<file path="src/rtl/clk_div_pkg.sv">
// Shared types and constants for the counter-board clock divider controller.
package clk_div_pkg;

    typedef enum logic [1:0] {
        IDLE     = 2'd0,
        RUN      = 2'd1,
        RUN_PEND = 2'd2
    } state_t;

    localparam int SYS_HZ  = 50_000_000;
    localparam int DIV_1K  = 24999;     // 50 MHz / (2 * 25000) = 1 kHz level
    localparam int DIV_25M = 1;         // 50 MHz / (2 * 2)     = 12.5 MHz level, 25 MHz tick

    // Counter width needed to hold a divisor; never narrower than one bit.
    function automatic int cnt_width(input int div);
        return (div < 1) ? 1 : $clog2(div + 1);
    endfunction

endpackage

</file>
<file path="src/rtl/clk_div_core.sv">
// One divider channel: loadable down-counter with registered tick and level.
// Priority is clear > load > count. The reload value is sampled at every
// terminal count, so the controller can swap it exactly at a period boundary.
module clk_div_core #(
    parameter int W = 15
) (
    input  logic         clk,
    input  logic         reset,
    input  logic         clr,
    input  logic         load,
    input  logic         en,
    input  logic [W-1:0] load_val,
    output logic         term,
    output logic         tick,
    output logic         level
);

    logic [W-1:0] cnt;

    // Terminal count is visible before the edge so the controller can act on it.
    assign term = (cnt == '0);

    // Count down, pulse tick and toggle level on terminal count, then reload.
    always_ff @(posedge clk or posedge reset) begin
        if (reset) begin
            cnt   <= '0;
            tick  <= 1'b0;
            level <= 1'b0;
        end else if (clr) begin
            cnt   <= '0;
            tick  <= 1'b0;
            level <= 1'b0;
        end else if (load) begin
            cnt   <= load_val;
            tick  <= 1'b0;
            level <= 1'b0;
        end else if (en) begin
            if (term) begin
                cnt   <= load_val;
                tick  <= 1'b1;
                level <= ~level;
            end else begin
                cnt   <= cnt - 1'b1;
                tick  <= 1'b0;
            end
        end
    end

endmodule

</file>
<file path="src/rtl/clk_div_ctrl.sv">
// Run/stop and configuration controller for the slow (programmable) and fast
// (fixed) divider channels. A divisor accepted while running is parked in
// pend_reg and only takes effect at the next slow terminal count, so downstream
// never sees a truncated period.
module clk_div_ctrl
    import clk_div_pkg::*;
#(
    parameter int DIV_W       = 15,
    parameter int DEFAULT_DIV = DIV_1K,
    parameter int FAST_DIV    = DIV_25M
) (
    input  logic             clk,
    input  logic             reset,
    input  logic             start,
    input  logic             stop,
    input  logic             cfg_valid,
    input  logic [DIV_W-1:0] cfg_div,
    output logic             cfg_ready,
    output logic             running,
    output logic             slow_tick,
    output logic             slow_level,
    output logic             fast_tick,
    output logic             fast_level
);

    localparam int FAST_W = cnt_width(FAST_DIV);

    state_t           state, next_state;
    logic [DIV_W-1:0] div_reg, pend_reg, slow_load_val;
    logic             xfer;
    logic             ch_load, ch_en, ch_clr;
    logic             slow_term;
    logic             fast_term_unused;

    assign cfg_ready = (state != RUN_PEND);
    assign running   = (state != IDLE);
    assign xfer      = cfg_valid && cfg_ready;
    // Channels are held cleared whenever they are neither starting nor counting.
    assign ch_clr    = !(ch_load || ch_en);

    // State register.
    always_ff @(posedge clk or posedge reset) begin
        if (reset) state <= IDLE;
        else       state <= next_state;
    end

    // Next-state decode and channel controls; stop always wins over start.
    always_comb begin
        next_state    = state;
        ch_load       = 1'b0;
        ch_en         = 1'b0;
        slow_load_val = div_reg;
        case (state)
            IDLE: begin
                if (start && !stop) begin
                    next_state = RUN;
                    ch_load    = 1'b1;
                end
            end
            RUN: begin
                if (stop) begin
                    next_state = IDLE;
                end else begin
                    ch_en = 1'b1;
                    if (xfer) next_state = RUN_PEND;
                end
            end
            RUN_PEND: begin
                // Reload with the pending divisor so the new period starts
                // exactly at this terminal count.
                slow_load_val = pend_reg;
                if (stop) begin
                    next_state = IDLE;
                end else begin
                    ch_en = 1'b1;
                    if (slow_term) next_state = RUN;
                end
            end
            default: next_state = IDLE;
        endcase
    end

    // Divisor registers: direct write when idle, staged while running.
    always_ff @(posedge clk or posedge reset) begin
        if (reset) begin
            div_reg  <= DIV_W'(DEFAULT_DIV);
            pend_reg <= '0;
        end else begin
            case (state)
                IDLE: begin
                    if (xfer) div_reg <= cfg_div;
                end
                RUN: begin
                    // A config accepted on the same edge as stop goes straight
                    // to div_reg so it is not lost.
                    if (xfer) begin
                        if (stop) div_reg  <= cfg_div;
                        else      pend_reg <= cfg_div;
                    end
                end
                RUN_PEND: begin
                    if (stop || slow_term) div_reg <= pend_reg;
                end
                default: ;
            endcase
        end
    end

    clk_div_core #(.W(DIV_W)) u_slow (
        .clk      (clk),
        .reset    (reset),
        .clr      (ch_clr),
        .load     (ch_load),
        .en       (ch_en),
        .load_val (slow_load_val),
        .term     (slow_term),
        .tick     (slow_tick),
        .level    (slow_level)
    );

    clk_div_core #(.W(FAST_W)) u_fast (
        .clk      (clk),
        .reset    (reset),
        .clr      (ch_clr),
        .load     (ch_load),
        .en       (ch_en),
        .load_val (FAST_W'(FAST_DIV)),
        .term     (fast_term_unused),
        .tick     (fast_tick),
        .level    (fast_level)
    );

endmodule

</file>
<file path="config.mk">
export PLATFORM = sky130hd
export DESIGN_NAME = clk_div_ctrl
export DESIGN_NICKNAME = d
export VERILOG_FILES = /design/src/rtl/clk_div_pkg.sv /design/src/rtl/clk_div_core.sv /design/src/rtl/clk_div_ctrl.sv
export SDC_FILE = /design/constraint.sdc
export NUM_CORES = 1
export LEC_CHECK = 0
export ABC_AREA = 1
export CORE_UTILIZATION = 50
export DETAILED_ROUTE_END_ITERATION = 8
export PLACE_DENSITY = 0.7
export SETUP_SLACK_MARGIN = 0.2
export SYNTH_ARGS = -nofsm -noshare
export SYNTH_HDL_FRONTEND = slang
export SYNTH_HIERARCHICAL = 1
export SYNTH_SLANG_ARGS = --single-unit
</file>
<file path="constraint.sdc">
create_clock -name clk -period 2.9 [get_ports clk]
set_input_delay 0.58 -clock clk [delete_from_list [all_inputs] [get_ports clk]]
set_output_delay 0.58 -clock clk [all_outputs]
set_load 0.05 [all_outputs]
</file>
## Yosys cells after proc, flatten, opt, wreduce, memory -nomap -nowiden

Index checks and enable logic that the tools add are counted.

| operators by class | value |
|---|---|
| add/sub/neg operators | 2 |
| equal/unequal tests | 13 |
| mux-type cells | 40 |
| bitwise operators | 3 |
| reduce and logical (&&, ||, !) cells | 15 |

Operator list:

| operator | number |
|---|---|
| $mux W15 | 9 |
| $pmux W15 S3 | 1 |
| $mux W1 | 24 |
| $logic_not A15 Y1 | 1 |
| $ne A3 B3 Y1 const B | 5 |
| $sub A15 B1 Y15 const B | 1 |
| $ne A2 B2 Y1 const B | 6 |
| $mux W2 | 5 |
| $pmux W2 S3 | 1 |
| $reduce_and A3 Y1 | 2 |
| $reduce_and A5 Y1 | 1 |
| $reduce_and A2 Y1 | 2 |
| $not A1 Y1 | 3 |
| $reduce_bool A3 Y1 | 1 |
| $eq A2 B1 Y1 const B | 1 |
| $eq A2 B2 Y1 const B | 1 |
| $logic_and A1 B1 Y1 | 2 |
| $logic_not A2 Y1 | 1 |
| $logic_or A1 B1 Y1 | 2 |
| $reduce_bool A2 Y1 | 1 |
| $reduce_or A2 Y1 | 1 |
| $logic_not A1 Y1 | 1 |
| $sub A1 B1 Y1 const B | 1 |

| storage, ports and cells | value |
|---|---|
| flip-flop bits (word level) | 52 |
| input port bits | 20 |
| output and inout bits | 6 |
| word-level logic and storage cells | 82 |

## Longest topological paths before layout

| depth | value |
|---|---|
| depth after elaboration | 7 |
| gate-level depth with buffers | 12 |
| mapped depth without buffers | 12 |

## Cells and area by module

Netlist, hierarchy kept.

By module, submodules not included:

| module | instances | cells an instance | area each (µm²) | seq. area each (µm²) |
|---|---|---|---|---|
| clk_div_ctrl | 1 | 254 | 1841.8 | 810.8 |
| clk_div_core at u_slow | 1 | 214 | 1321.3 | 425.4 |
| clk_div_core at u_fast | 1 | 25 | 162.7 | 75.1 |

## Worst setup path before layout

No wires, ideal clock.

| timing path | value |
|---|---|
| path type | register -> register |
| from | register state[0] |
| to | register u_slow.cnt[3] |
| setup time | 0.066 ns |
| arrival time | 2.090 ns |
| data required time | 2.834 ns |
| setup slack | 0.744 ns |
| stages on the path, launching flop included | 13 |
| path buffers | 1 |
| period minus slack after synthesis | 2.156 ns |
| path through | dfrtp_1 inv_1 ha_1 inv_1 o22ai_1 inv_1 nor2_1 inv_1 nor2_1 nor2_1 buf_2 nand3_1 nand2_1 |

| on the way | value |
|---|---|
| word-level cells in the longest chain between the ends | 6 |
| elaborated cells on any way between the ends | 13 |
| classes of those cells | 3 x eq/ne; 7 x mux; 3 x reduce/logical |

RTL lines:

| item | line | text |
|---|---|---|
| from (decl) | clk_div_ctrl.sv:28 | `state_t state, next_state;` |
| from (signal assigned) | clk_div_ctrl.sv:44 | `else state <= next_state;` |
| $eq A2 B2 Y1 | clk_div_ctrl.sv:53 | `case (state)` |
| $mux W15 | clk_div_ctrl.sv:53 |  |
| $mux W15 | clk_div_core.sv:38 | `if (term) begin` |
| $mux W15 | clk_div_core.sv:37 | `end else if (en) begin` |
| $mux W15 | clk_div_core.sv:33 | `end else if (load) begin` |
| $mux W15 | clk_div_core.sv:29 | `end else if (clr) begin` |
| to (signal assigned) | clk_div_core.sv:34 | `cnt <= load_val;` |
| to (signal assigned) | clk_div_core.sv:39 | `cnt <= load_val;` |
| to (signal assigned) | clk_div_core.sv:43 | `cnt <= cnt - 1'b1;` |
| to (decl) | clk_div_core.sv:18 | `logic [W-1:0] cnt;` |

Several ways; a longest one is shown, not always the timed one. The select of a mux whose other input is x is not followed.
A chain may end at the register's enable or synchronous reset.

## Final worst setup path

| timing path | value |
|---|---|
| from | register state[0] |
| to | output port running |

| on the way | value |
|---|---|
| word-level cells in the longest chain between the ends | 1 |

RTL lines:

| item | line | text |
|---|---|---|
| $reduce_bool A2 Y1 | clk_div_ctrl.sv:36 | `assign running = (state != IDLE);` |
| to (decl) | clk_div_ctrl.sv:19 | `output logic running,` |

No other way between the ends.

==> summary.md <==
| Metric | Value |
|---|---|
| Run status | completed |
| Sequential fraction of the synthesis area | 39.43% |
| Layout area overhead | 11.63% |
| Sw frac | 48.90% |
| Vias/cell | 4.970 |
| CTS tree | yes |
| Clock transition at path regs | 0.09 ns |
| Yosys cell types | 28 |
| Port Buf Inserts | 25 |
| Syn avg cell area | 6.746 sq um |
| Clock sink count | 52 |
| CTS Buf Count | 5 |
| Register area | 1311 sq um |
| Setup Total Neg Slack | 0 ns |
| Part of the power in combinational logic | 57.7% |
| Clk_lat worst skew | 0.30 ns |
| P_leak | 0.002087 uW |
| Clock Skew | 0.009479 ns |
| Clock power frac | 10.6% |
| Hold_buf cts | 0 |
| Tcrit/Tclk final | 86.55% |
| WL final | 7.081 mm |
| Routed length per instance | 11.90 um |
| Final min period | 2.510 ns |
| Sequential group share of total power | 31.8% |
| Internal power | 2063 uW |
| Ratio of cells with drive above 1 in the final layout | 8.880% |
| Multi-input gate area | 1708 sq um |
| H-tree depth | 2 |
| Synth Net Count | 519 |
| GRT Total Usage | 21.77% |
| Initial antenna violation count | 0 |
| Fin nets | 543 |
| Root Buffer | clkbuf_8 |
| Final Wtd Congestion | 0.8195 |
| First DRT Iteration DRCs | 138 |
| # fillers | 640 |
| Die height | 83.56 um |
| # DRC | 0 |
| Mux contribution to synthesized area | 0% |
| Post-route antenna net violation count | 0 |
| Setup Buffers After CTS | 0 |
| Max clock buf depth | 2 |
| Fmax | 398.4 MHz |
| Die footprint | 6981 sq um |
| Post-synthesis compound-gate area fraction | 1.693% |
| Mapped Area | 3326 sq um |
| Simple-gate share of the synthesized area | 45.90% |
| CP Capture Type | output port |
| Post_cts resized | 0 |
| Crit Path Category | flip-flop to output port |
| Placed wire-length estimate | 5.250 mm |
| Most common cell after layout, fill and taps aside | nand2_1 |
| Detailed Routing Iterations Pass 1 | 4 |
| First-pass GRT wire length | 12.64 mm |
| Via Count | 2,957 |
| Core Rows | 29 |
| Congestion Overflow GR | 0 |
| Number of synthesized register bits | 52 |
| Relative slew slack | 56.29% |
| Starting Density | 52.08% |
| Commonest non-fill, non-tap cells in the layout | 239 x nand2_1, 49 x inv_1, 46 x nand3_1 |
| NetSw | 1974 uW |
| Vias in the first global route | 2,788 |
| Ports | 26 |
| Die Width | 83.56 um |
| Worst-path fanout max | 5 |
| Synth Area in XOR/XNOR | 1.317% |
| Post-Synth Adder-Cell Area | 2.257% |
| RSZ-0062 raised after global routing | false |
| # diodes | 0 |
| Startpoint types | flip-flop |
| Worst-Margin Slew | 0.6550 ns |
| Worst IR Drop VDD | 0.0005657 V |
| Critical Path AT | 1.93 ns |
| Setup violators final | 0 |
| YS warnings | 6 |
| Hold Path Class | flip-flop to flip-flop |
| Slew Viols, Final | 0 |
| Ratio of total power to cell area | 1087 nW/um^2 |
| Final design utilization | 58.13% |
| Final hold violations | 0 |
| Largest net degree at the start of global routing | 33 |
| Max cap viols | 0 |
| Required @ worst endpoint | 2.32 ns |
| Core area | 6386 sq um |
| Cells after Synth | 493 |
| Largest family of logic cells by synthesized area | simple AND/OR/NAND/NOR gates |
==> metal layers <==
metal | share of wire [%] | vias up | GRT usage, %
met5 | 0 | - | 0
met4 | 0.47 | 0 | 4.777
met1 | 50 | 1323 | 32.61
met3 | 4.0 | 2 | 2.671
li1 | - | 1562 | -
met2 | 46 | 70 | 33.90
==> power groups by stage <==
| stage | Combinational, uW | Sequential [uW] | Clock [uW] |
|---|---|---|---|
| 2_1_floorplan | 1890 | 1280 | 0 |
| 3_3_place_gp | 2300 | 1280 | 0 |
| 3_5_place_dp | 2340 | 1300 | 0 |
| 4_1_cts | 2350 | 1280 | 438 |
| 5_1_grt | 2710 | 1320 | 469 |
| 6_report | 2330 | 1280 | 426 |
==> final cells by class <==
class | count | area share (%)
tap | 77 | 2.595
sequential | 52 | 35.32
multi-input combinational | 372 | 46.01
timing repair buffer | 32 | 8.089
clock buffer | 7 | 2.326
clock inverter | 1 | 0.2022
inverter | 54 | 5.460
==> critical path, cell delays in order, from the launching register on <==
cell	delay, ns
dfrtp_1	0.40
inv_1	0.08
ha_1	0.21
inv_1	0.12
clkdlybuf4s50_1	0.82
==> synthesized netlist by cell type, drive strengths merged <==
master / count / area share, %
a21oi: 2 / 0.30
buf: 13 / 2.9
clkbuf: 2 / 0.34
conb: 1 / 0.11
dfrtp: 44 / 33
dfstp: 8 / 6.3
ha: 6 / 2.3
inv: 54 / 6.1
nand2: 245 / 28
nand3: 48 / 8.0
nand3b: 1 / 0.23
nand4: 15 / 2.8
nor2: 41 / 6.5
o21ai: 5 / 0.75
o21bai: 2 / 0.45
o22ai: 1 / 0.19
xnor2: 2 / 0.53
xor2: 3 / 0.79
==> through the flow <==
stage / power, uW / hold slack [ns] / area [sq um] / worst slack (ns) / instances
finish: 4037 / 0.4665 / 3712 / 0.3901 / 595
global route: 4499 / 0.4931 / 3712 / 0.2749 / 595
CTS: 4068 / 0.4678 / 3710 / 0.3449 / 595
detailed placement: 3633 / 0.4525 / 3616 / 0.05058 / 587
global placement: 3582 / 0.4513 / 3616 / 0.1195 / 587
floorplan: 3167 / 0.3336 / 3326 / 0.7443 / 493
==> final timing paths <==
path / start / endpoint / slack [ns] / depth (start not counted)
setup / recovery: state[0]$_DFFE_PP0P_ / running / 0.39 / 4
hold / removal: div_reg[0]$_DFFE_PP1P_ / div_reg[0]$_DFFE_PP1P_ / 0.47 / 2
setup reg to reg: state[0]$_DFFE_PP0P_ / u_slow/cnt[0]$_DFFE_PP0P_ / 0.80 / 11
hold reg to reg: div_reg[0]$_DFFE_PP1P_ / div_reg[0]$_DFFE_PP1P_ / 0.47 / 2
max in group asynchronous: reset / u_slow/cnt[10]$_DFFE_PP0P_ / 1.76 / 2
min in group asynchronous: reset / u_fast/level$_DFFE_PP0P_ / 0.50 / 2
==> cell families after synthesis <==
group | Yosys count
AOI/OAI and AO/OA | 10
xor gates and xnor gates | 5
adders and majority gates | 6
buffers and inverters | 69
DFF | 52
other | 1
and+or+nand+nor | 350
(Power assumes the default switching activity.)
==> RTL change, RTL diff (config.mk and constraints unchanged) <==
Set the parameter `DIV_W` to 30 (it was 15).
--- a/src/rtl/clk_div_ctrl.sv
+++ b/src/rtl/clk_div_ctrl.sv
@@ -7,3 +7,3 @@
 #(
-    parameter int DIV_W       = 15,
+    parameter int DIV_W       = 30,
     parameter int DEFAULT_DIV = DIV_1K,
Ports: changed (resized cfg_div); port bits go from 26 to 41. The function was not compared with the original's and may differ.
==> RTL change against the unedited design <==
  * Power is 110% higher
  * Highest routed layer unchanged
  * Final area is 84% higher
  * Non-clock buffer count is 24 higher
  * Wire length is 110% higher
  * Synthesized cell count is 86% higher
  * Die area is 79% higher
  * Largest power group unchanged
  * Area after synthesis is 81% higher
  * Sequential power is 91% higher
  * Core utilization is 0.94 points higher
  * Via count is 90% higher
  * Sequential cell count is 45 higher
  * Worst setup slack better by 120 ps
  * Count of clock-buffer cells in the layout is 4 higher
==> RTL change: results (changes against the unedited design) <==
[power]
power_mw = 8.605  ; +110%
p_leak_nw = 3.890  ; +86%
pg_comb_mw = 4.96  ; +110%
clkPwrFrac = 0.140  ; +0.034
switching_share = 0.5000  ; +0.01101

[grt]
grt_usage = 0.2576  ; +0.03996
met3_usage = 0.03321  ; +0.006500
grt_pass1_wl_mm = 25.39  ; +100%
use_met1 = 0.3885  ; +0.06240
use_met2 = 0.3822  ; +0.04315
grt_max_degree = 63  ; +91%

[critical_path]
cp_slowest_stage_delay_ps = 380  ; -440 ps
r2r_slack_ps = 510  ; -290 ps
cp_slowest_cell = dfrtp_1
cp_max_fo = 32  ; +27
endpoint = state[0]$_DFFE_PP0P_
arrival_ps = 2640  ; +710 ps
cp_top_family = simple AND/OR/NAND/NOR gates

[synthesis]
netlist_top_cells_count = 458 x nand2_1, 89 x dfrtp_1, 85 x nand3_1, 75 x inv_1, 58 x nor2_1
synthTopCellsByArea = dfrtp_1 37%, nand2_1 29%, nand3_1 7.1%, inv_1 4.7%, nand4_1 3.7%
synth_seq_cells = 97  ; +87%
syn_area_per_cell_um2 = 6.570  ; -2.6%
yosysSeqAreaShare = 0.4050  ; +0.01071
synth_xor_xnor_area_share = 0.01892  ; +0.005751
synth_nets = 956  ; +84%
synth-compound-area-share = 0.01933  ; +0.002405
ys_types = 30  ; +7.1%

[routing]
wl_met2_mm = 6.512  ; +100%
wl_met3_um = 749  ; +170%
wirelength_met1_mm = 7.667  ; +120%
drt_pre_antenna_iters = 5  ; +1
vias_per_cell = 5.165  ; +3.9%
drtIter0Drc = 485  ; +250%

[sta]
finClkSkew_ps = 7.126  ; -2.353 ps
worstMarginPinSlew_ps = 536.0  ; -119.0 ps
clock.fmax_ghz = 0.4177  ; +4.8%

[finish]
layout.nets = 981  ; +81%
final-clk-cell-share = 0.04359  ; +0.01831
nMultiInputCombCells = 699  ; +88%
stdcell_count = 1089  ; +83%
final_area_mm2 = 0.006832  ; +84%
num-fill-cells = 1128  ; +76%
n_clock_buffer = 11  ; +4
seqAreaFraction = 0.3568  ; +0.003558
inv_count = 78  ; +44%

[run_status]
status = completed

[place]
dpl.hpwl_mm = 10.09  ; +92%
dpl_cell_area_mm2 = 0.006531  ; +81%
io_buffers = 40  ; +60%
dp_slack_ps = 414.0  ; +363.4 ps

[clock_network]
cts_root_buf = clkbuf_16
path_clk_slew_ps = 70  ; -20 ps
clock_latency_ps = 350  ; +50 ps
cts_buffers = 9  ; +4

[die]
core_area_mm2 = 0.01156  ; +81%

RTL change: cell count changes in the layout (fill, tap and decap cells not counted), moves of 6 or more:
cell,unedited run,this run
nand3_1,46,85
clkdlybuf4s50_1,24,38
buf_4,8,14
nand2_1,239,458
nand4_1,15,36
nor2_2,4,14
inv_1,49,74
clkbuf_16,0,9
dfrtp_1,44,89
nor2_1,31,58
xor2_1,3,10
RTL change: how the worst min path moves through the flow:
stage                     slack, ps                     from  cells past startpoint                      end
after detailed placement        450   div_reg[8]$_DFFE_PP1P_                      2   div_reg[8]$_DFFE_PP1P_
after floorplan                 330                    reset                      1   u_fast/cnt$_DFFE_PP0P_
after CTS                       460   div_reg[8]$_DFFE_PP1P_                      2   div_reg[8]$_DFFE_PP1P_
after global routing            470   div_reg[1]$_DFFE_PP1P_                      2   div_reg[1]$_DFFE_PP1P_
after global placement          450  div_reg[13]$_DFFE_PP1P_                      2  div_reg[13]$_DFFE_PP1P_
final                           460   div_reg[8]$_DFFE_PP1P_                      2   div_reg[8]$_DFFE_PP1P_
